`src/rtl/id_stage.sv`:
```
// id_stage: IF/ID register, 64x32 register file with writeback bypass,
// control decode and load-use hazard detection feeding the ID/EX register.
module id_stage (
    input  logic        clk,
    input  logic        rst,
    input  logic [31:0] instrIn,
    input  logic [31:0] pcIn,
    input  logic        flush,
    input  logic        exMemRead,
    input  logic [5:0]  exRd,
    input  logic        wbRegWrt,
    input  logic [5:0]  wbRd,
    input  logic [31:0] wbData,
    output logic        stall,
    output logic        RegWrtOut,
    output logic        memToRegOut,
    output logic        PCtoRegOut,
    output logic        BranchNOut,
    output logic        BranchZOut,
    output logic        JumpOut,
    output logic        JumpMemOut,
    output logic        memReadOut,
    output logic        memWriteOut,
    output logic        immeOut,
    output logic [1:0]  ALUopOut,
    output logic [31:0] XrsOut,
    output logic [31:0] XrtOut,
    output logic [31:0] Yout,
    output logic [31:0] PC_YOut,
    output logic [5:0]  rdOut
);
    logic [31:0] if_instr_q, if_instr_d, if_pc_q, if_pc_d;
    logic [31:0] rf_q [64];
    logic [3:0]  op;
    logic [5:0]  rs, rt;
    logic [11:0] ctl;
    logic        rs_used, rt_used;

    assign op = if_instr_q[31:28];
    assign rs = if_instr_q[21:16];
    assign rt = if_instr_q[15:10];

    // ctl = {RegWrt, memToReg, PCtoReg, BranchN, BranchZ, Jump, JumpMem, memRead, memWrite, imme, ALUop}
    always_comb begin
        ctl     = '0;
        rs_used = 1'b0;
        rt_used = 1'b0;
        case (op)
            4'b1111: ctl = 12'hA00;
            4'b1110: begin ctl = 12'hC13; rs_used = 1'b1; end
            4'b0011: begin ctl = 12'h00B; rs_used = 1'b1; rt_used = 1'b1; end
            4'b0100: begin ctl = 12'h800; rs_used = 1'b1; rt_used = 1'b1; end
            4'b0101: begin ctl = 12'h804; rs_used = 1'b1; end
            4'b0110: begin ctl = 12'h802; rs_used = 1'b1; end
            4'b0111: begin ctl = 12'h801; rs_used = 1'b1; rt_used = 1'b1; end
            4'b1000: begin ctl = 12'h040; rs_used = 1'b1; end
            4'b1001: begin ctl = 12'h080; rs_used = 1'b1; end
            4'b1010: begin ctl = 12'h030; rs_used = 1'b1; end
            4'b1011: begin ctl = 12'h100; rs_used = 1'b1; end
            default: ctl = '0;
        endcase
    end

    assign stall = exMemRead && ((exRd == rs && rs_used) || (exRd == rt && rt_used));

    // A stalled instruction leaves a bubble: controls cleared, data left intact.
    assign {RegWrtOut, memToRegOut, PCtoRegOut, BranchNOut, BranchZOut, JumpOut,
            JumpMemOut, memReadOut, memWriteOut, immeOut, ALUopOut} = stall ? 12'h000 : ctl;

    assign XrsOut  = (wbRegWrt && wbRd == rs) ? wbData : rf_q[rs];
    assign XrtOut  = (wbRegWrt && wbRd == rt) ? wbData : rf_q[rt];
    assign Yout    = {{16{if_instr_q[15]}}, if_instr_q[15:0]};
    assign PC_YOut = if_pc_q + Yout;
    assign rdOut   = if_instr_q[27:22];

    assign if_instr_d = flush ? 32'h0 : stall ? if_instr_q : instrIn;
    assign if_pc_d    = flush ? 32'h0 : stall ? if_pc_q : pcIn;

    always_ff @(posedge clk or posedge rst) begin
        if (rst) begin
            if_instr_q <= '0;
            if_pc_q    <= '0;
        end else begin
            if_instr_q <= if_instr_d;
            if_pc_q    <= if_pc_d;
        end
    end

    always_ff @(posedge clk or posedge rst) begin
        if (rst) begin
            for (int i = 0; i < 64; i++) rf_q[i] <= '0;
        end else if (wbRegWrt) begin
            rf_q[wbRd] <= wbData;
        end
    end
endmodule

```
`config.mk`:
```
export PLATFORM = sky130hd
export DESIGN_NAME = id_stage
export DESIGN_NICKNAME = d
export VERILOG_FILES = /design/src/rtl/id_stage.sv
export SDC_FILE = /design/constraint.sdc
export NUM_CORES = 2
export LEC_CHECK = 0
export BUFFER_PORTS_ARGS = -buffer_cell sky130_fd_sc_hd__buf_4
export CAP_MARGIN = 10
export CORE_MARGIN = 1
export CORE_UTILIZATION = 42
export CTS_CLUSTER_DIAMETER = 60
export DETAILED_ROUTE_END_ITERATION = 8
export HOLD_SLACK_MARGIN = 0.1
export PLACE_DENSITY = 0.66
export SLEW_MARGIN = 0
export SYNTH_ARGS = -nofsm -noshare
export SYNTH_HDL_FRONTEND = slang
export SYNTH_SLANG_ARGS = --single-unit
```
`constraint.sdc`:
```
create_clock -name clk -period 69.8 [get_ports clk]
set_input_delay 0 -clock clk [delete_from_list [all_inputs] [get_ports clk]]
set_output_delay 0 -clock clk [all_outputs]
set_load 0.02 [all_outputs]
```
=== Word-level counts from Yosys, hierarchy flattened ===
Index checks and enable logic that the tools add are counted.

* Multiplexer cells: 19
* $add $sub $neg: 1
* Shifts and indexed selects: 0
* $lt $le $gt $ge: 4
* Reduce and logical (&&, ||, !) cells: 9
* Equal/unequal tests: 16
* Bitwise logic cells: 3
* Multipliers: 0
* Divide/modulo/power cells: 0

{| class="wikitable"
|+ Operators by type and width
! kind !! number
|-
| $bwmux 2048 || 1
|-
| $bmux 32 s6 || 2
|-
| $mux 32 || 11
|-
| $demux 32 s6 || 1
|-
| $pmux 12 s11 || 1
|-
| $add 32x32->32 || 1
|-
| $eq 4x4->1 const B || 6
|-
| $eq 6x6->1 || 4
|-
| $ge 7x7->1 const B || 3
|-
| $not 6->7 || 3
|-
| $eq 4x3->1 const B || 4
|-
| $mux 12 || 1
|-
| $reduce_or 10->1 || 1
|-
| $lt 7x1->1 const B || 1
|-
| $logic_and 1x1->1 || 6
|-
| $eq 4x2->1 const B || 1
|-
| $reduce_or 3->1 || 1
|-
| $mux 1 || 2
|-
| $ne 2x2->1 const B || 1
|-
| $logic_or 1x1->1 || 1
|}

* Latch bits: 0
* Input bits: 113
* RAM bits: 0
* Memories: 0
* Bits in read-only memories: 0
* Bits in registers: 2112

=== Longest topological paths before layout ===
* Word-level depth: 8
* Gate-level depth with buffers: 11

=== Least setup slack after synthesis ===
Ideal clock, no wire load.

* Path type: register to output
* Start: reg if_instr_q[15]
* End: out PC_YOut[28]
* Data arrival time: 2737 ps
* Data required time: 69800 ps
* Stages on the path, launching flop included: 9
* Setup slack: 67063 ps
* Cells stage by stage: dfrtp_1 > ha_1 > a21o_1 > a21o_1 > a21oi_1 > o21ai_0 > a21oi_1 > nor3_1 > a311oi_1

* Cells in the longest elaborated chain, start to end: 1

{| class="wikitable"
|+ RTL lines
! element !! line !! source
|-
| start, declared || 32 || <nowiki>logic [31:0] if_instr_q, if_instr_d, if_pc_q, if_pc_d;</nowiki>
|-
| start signal, assigned || 84 || <nowiki>if_instr_q <= if_instr_d;</nowiki>
|-
| $add 32x32->32 || 73 || <nowiki>assign PC_YOut = if_pc_q + Yout;</nowiki>
|-
| end, declared || 29 || <nowiki>output logic [31:0] PC_YOut,</nowiki>
|}

Every way passes these cells.

=== Final worst setup path ===
* Start: reg if_instr_q[10]
* End: out XrtOut[8]

* Cells in the longest elaborated chain, start to end: 5
* Elaborated cells between the ends (all ways): 7
* Those cells by class: eq/ne (1); mux (4); bitwise (1); reduce/logical (1)

{| class="wikitable"
|+ RTL lines
! element !! line !! source
|-
| $not 6->7 (implied by the code) || 71 || <nowiki>assign XrtOut = (wbRegWrt && wbRd == rt) ? wbData : rf_q[rt];</nowiki>
|-
| $bmux 32 s6 || 71 ||
|-
| $mux 32 (implied by the code) (2 in a row) || 71 ||
|-
| $mux 32 (*) || 71 ||
|-
| end, declared || 27 || <nowiki>output logic [31:0] XrtOut,</nowiki>
|}

Every way passes the cells marked *; elsewhere a longest branch is shown, timed or not. The select of a mux whose other input is x is not followed.

==> run summary <==
The flow ran to the end, and the final reports show no timing, DRC or antenna violations. In the synthesized netlist, mux cells make up 45.6% of the area. The clock latency reported for the late side of the worst-skew pair was 930 ps. The worst slew margin relative to its limit was 15.4%. In this run the standard cell core region covers 268000 µm². The fraction of the mapped netlist area in simple logic gates was 1.56%; the final clock skew was 20.4 ps.

The synthesized design contains 2112 register bits. The first global-routing pass estimated 562 mm of wire. When the netlist entered floorplanning its net count stood at 7412. The tools report the static leakage as 56.6 nW.

The H-tree was split into 4 levels. Kind of launch point of the worst setup path: a flip-flop. In the final layout, the share of cells above drive strength 1 is 54.1%. From left edge to right edge, the die measures 522 µm.

Summing the sequential cell areas from Yosys gives 46.6% of the chip area. The cell area power density works out to 26.6 nW/µm². In this run, synthesis inferred 0 flip-flops with an integrated enable. In the synthesized netlist the dominant register cell turns out to be dfrtp_1. For hold timing, the worst endpoint is if_instr_q[30].

For this run, the slowest stage of the critical path takes 870 ps. The clock passes through at most 4 buffers. The count of nets left with antenna violations after detail routing was 0; the minimum clock period after layout was 7790 ps. For the worst hold slack after final layout, the log shows 139 ps. The run gives 388 mm as the total wire length. The signal on the critical path passes through buf_4 -> buf_4 -> buf_4 -> buf_4 -> buf_4 -> mux4_2 -> mux4_2 -> a222oi_1 -> o21ai_1 -> buf_4.

For this block, the initial DRC count from the detailed router was 8987. For the worst setup path, the data arrival time is 7790 ps. The critical path is of the flip-flop to primary output type. The logs give 219 mm for the placed wire-length estimate and 7267 for the gate count of the mapped netlist.

Proportion of register bits with asynchronous set or reset after synthesis: 100%. In this run, CTS created clock tree buffers numbering 237. The number of nets in the layout came out at 7554. Average cell area after synthesis: 15.6 µm². The logs give 0 for the number of max-slew violations in the final report and 0 for the number of post-CTS setup repair buffers.

TritonCTS built the clock tree. The number of I/O pins is 260, and the total non-filler cell area in the finished layout is 129000 µm². From synthesis to final layout, the design area changed by 14.1%. At the worst endpoint, the required time is 69800 ps. The ratio of routed vias to standard cells is 6.64, and the via count of the first global-routing pass is 76600.

In this run the register-to-register setup slack is 64080 ps. For the pin with the worst max-slew slack, the measured transition is 1270 ps. In this run the critical register-to-register path is launched from if_instr_q[16].

The number of hold-slack violations in the final timing report was 0; the cell depth of the worst hold path was 3. The last weighted congestion value of the routability-driven placer was 0.856. The logs give 34 for the number of antenna violations at the first check in global routing and 190 for the count of standard-cell rows. The total overflow left after global routing is 0. In the routed design, unresolved DRC markers number 0.

For this run, the number of Yosys warnings is 0. Post-CTS repair changed the size of 0 cells. The via total after detailed routing was 74200.

Root buffer cell: clkbuf_16. Leaving out fill and tap cells, the most frequent cell in the layout is dfrtp_1. The share of the synthesized netlist area taken by xor and xnor gates works out to 0.409%.

For this run, the top clock speed supported by timing is 0.128 GHz. Chip height: 522 µm. After synthesis, the largest family of logic cells by area is multiplexers. The cell type with the highest occurrence count on the critical path was buf_4. Clock-pin slew was measured on the worst setup and hold paths at 70 ps. Global routing used 28.5% of the available tracks across all layers. The number of input and output port buffers inserted was 259; the worst ir drop on vdd was 0.0211 mV. The worst register-to-register path ends at if_instr_q[3]. Setup repair after global routing left no endpoint under its margin. Across the run, the number of max-cap violations was 0. Clock tree synthesis found a total of 2112 sinks.

In this run, distinct cell masters in the synthesized netlist total 56. The worst hold path begins at flush. Of the available clock period, the critical path in the final layout requires 11.2%. The type of element capturing the critical path is a primary output. The count of endpoints failing setup in the final report is 0. The first-pass iteration count of the detailed router is 6, and the cell depth of the worst flop-to-flop path is 12. Path category of the worst min-delay check: input pin to flip-flop. Entering global routing, the biggest net connects 192 pins.

The average wire per cell in the routed design was 34.7 µm. The post-synthesis instance area was 113000 µm²; the starting density of the core was 42.3%. Summed over all failing endpoints, the final setup total negative slack is 0 ps.

The compound-gate portion of the synthesized area works out to 2.23%. The largest individual stage delay along the critical path comes from the cell dfrtp_4. After detailed placement, the total cell area comes to 118000 µm². The fraction of the mapped netlist area in adder cells is 0.360%, and the overall die area is 272000 µm².

Of all nets on the critical path, the largest fanout is 41. The library cells used most frequently in the layout, excluding fill and tap cells, are dfrtp_1, mux2_2, mux4_2, buf_4, dlygate4sd3_1.
## stage by stage
stage	power, mW	setup slack (ps)	instances	utilization (%)
6_report	3.44	62010	11200	48.3
5_1_grt	3.56	61450	11200	48.2
4_1_cts	3.45	61860	11200	48.2
3_5_place_dp	2.11	62850	10400	44.1
3_3_place_gp	2.09	62890	10400	44.1
2_1_floorplan	1.94	10140	7267	-
## worst max path at each step
stage | from | end | slack (ps)
after floorplan | rst | if_instr_q[0] | 10140
after global placement | if_instr_q[10] | XrtOut[31] | 62890
after detailed placement | if_instr_q[10] | XrtOut[31] | 62850
after CTS | if_instr_q[10] | XrtOut[31] | 61860
after global routing | if_instr_q[10] | XrtOut[31] | 61450
final | if_instr_q[10] | XrtOut[8] | 62010
## area by class of cell
cell class | count | area (µm²)
Tap cell | 3552 | 4440
Fill cell | 22500 | 139000
Sequential cell | 2112 | 52900
Multi-Input combinational cell | 4318 | 57500
Timing Repair Buffer | 717 | 6240
Inverter | 23 | 101
Antenna cell | 11 | 27.5
Clock buffer | 316 | 6710
Clock inverter | 116 | 1500
## synth_stat cells (10+ instances only)
cell,n,area share [%]
a21o_1,10,0.066
a21oi_1,90,0.40
a222oi_1,12,0.11
buf_1,57,0.19
buf_2,183,0.81
buf_4,53,0.35
clkbuf_1,514,1.7
dfrtp_1,2112,47
ha_1,31,0.34
inv_1,21,0.070
mux2_2,1974,20
mux2i_1,218,1.9
mux4_2,1215,24
nand2_1,184,0.61
nand2b_1,17,0.094
nand3_1,16,0.071
nand4_1,12,0.066
nor2_1,131,0.43
nor3_1,19,0.084
o21ai_0,107,0.47
o21ai_1,12,0.053
o22ai_1,95,0.52
o32ai_1,26,0.20
xnor2_1,26,0.20
xor2_1,27,0.21
## per-layer routing
| layer | share of wire [%] | GRT usage, % | wire, µm |
|---|---|---|---|
| met5 | 0.053 | 0 | 206 |
| met3 | 11 | 8.29 | 42300 |
| met2 | 45 | 43.0 | 174000 |
| met1 | 39 | 38.5 | 152000 |
| met4 | 5.0 | 12.2 | 19500 |
## flip-flops by register name, indices dropped and copies added (netlist names)
name / count
if_instr_q: 32
if_pc_q: 32
rf_q: 2048
## worst max-delay path, delay by kind of cell, from the launching register on
| kind | cells | cell delay (ps) |
|---|---|---|
| buffers and inverters | 6 | 3860 |
| multiplexers | 2 | 1100 |
| flip-flops | 1 | 870 |
| AO/OA/AOI/OAI | 2 | 720 |
## where the power goes
| group | switching, mW | leakage, nW | internal, mW |
|---|---|---|---|
| logic | 0.259 | 24.5 | 0.343 |
| registers | 0.126 | 28.0 | 1.39 |
| clock network | 0.548 | 4.07 | 0.779 |
## timing repair
| item | in CTS | in global routing |
|---|---|---|
| hold buffers | 297 | 0 |
| hold endpoints to repair | 2668 | 0 |
| setup endpoints to repair | 0 | 0 |
## cells by family (layout without fill, tap and decap cells)
family | after synthesis | in the layout
AND/OR/NAND/NOR | 414 | 414
XOR/XNOR | 53 | 53
other | 0 | 11
AO/OA/AOI/OAI | 412 | 412
buffers and inverters | 837 | 1172
multiplexers | 3407 | 3407
adder cells (fa/ha/maj) | 32 | 32
flip-flops | 2112 | 2112
(Power assumes the default switching activity.)
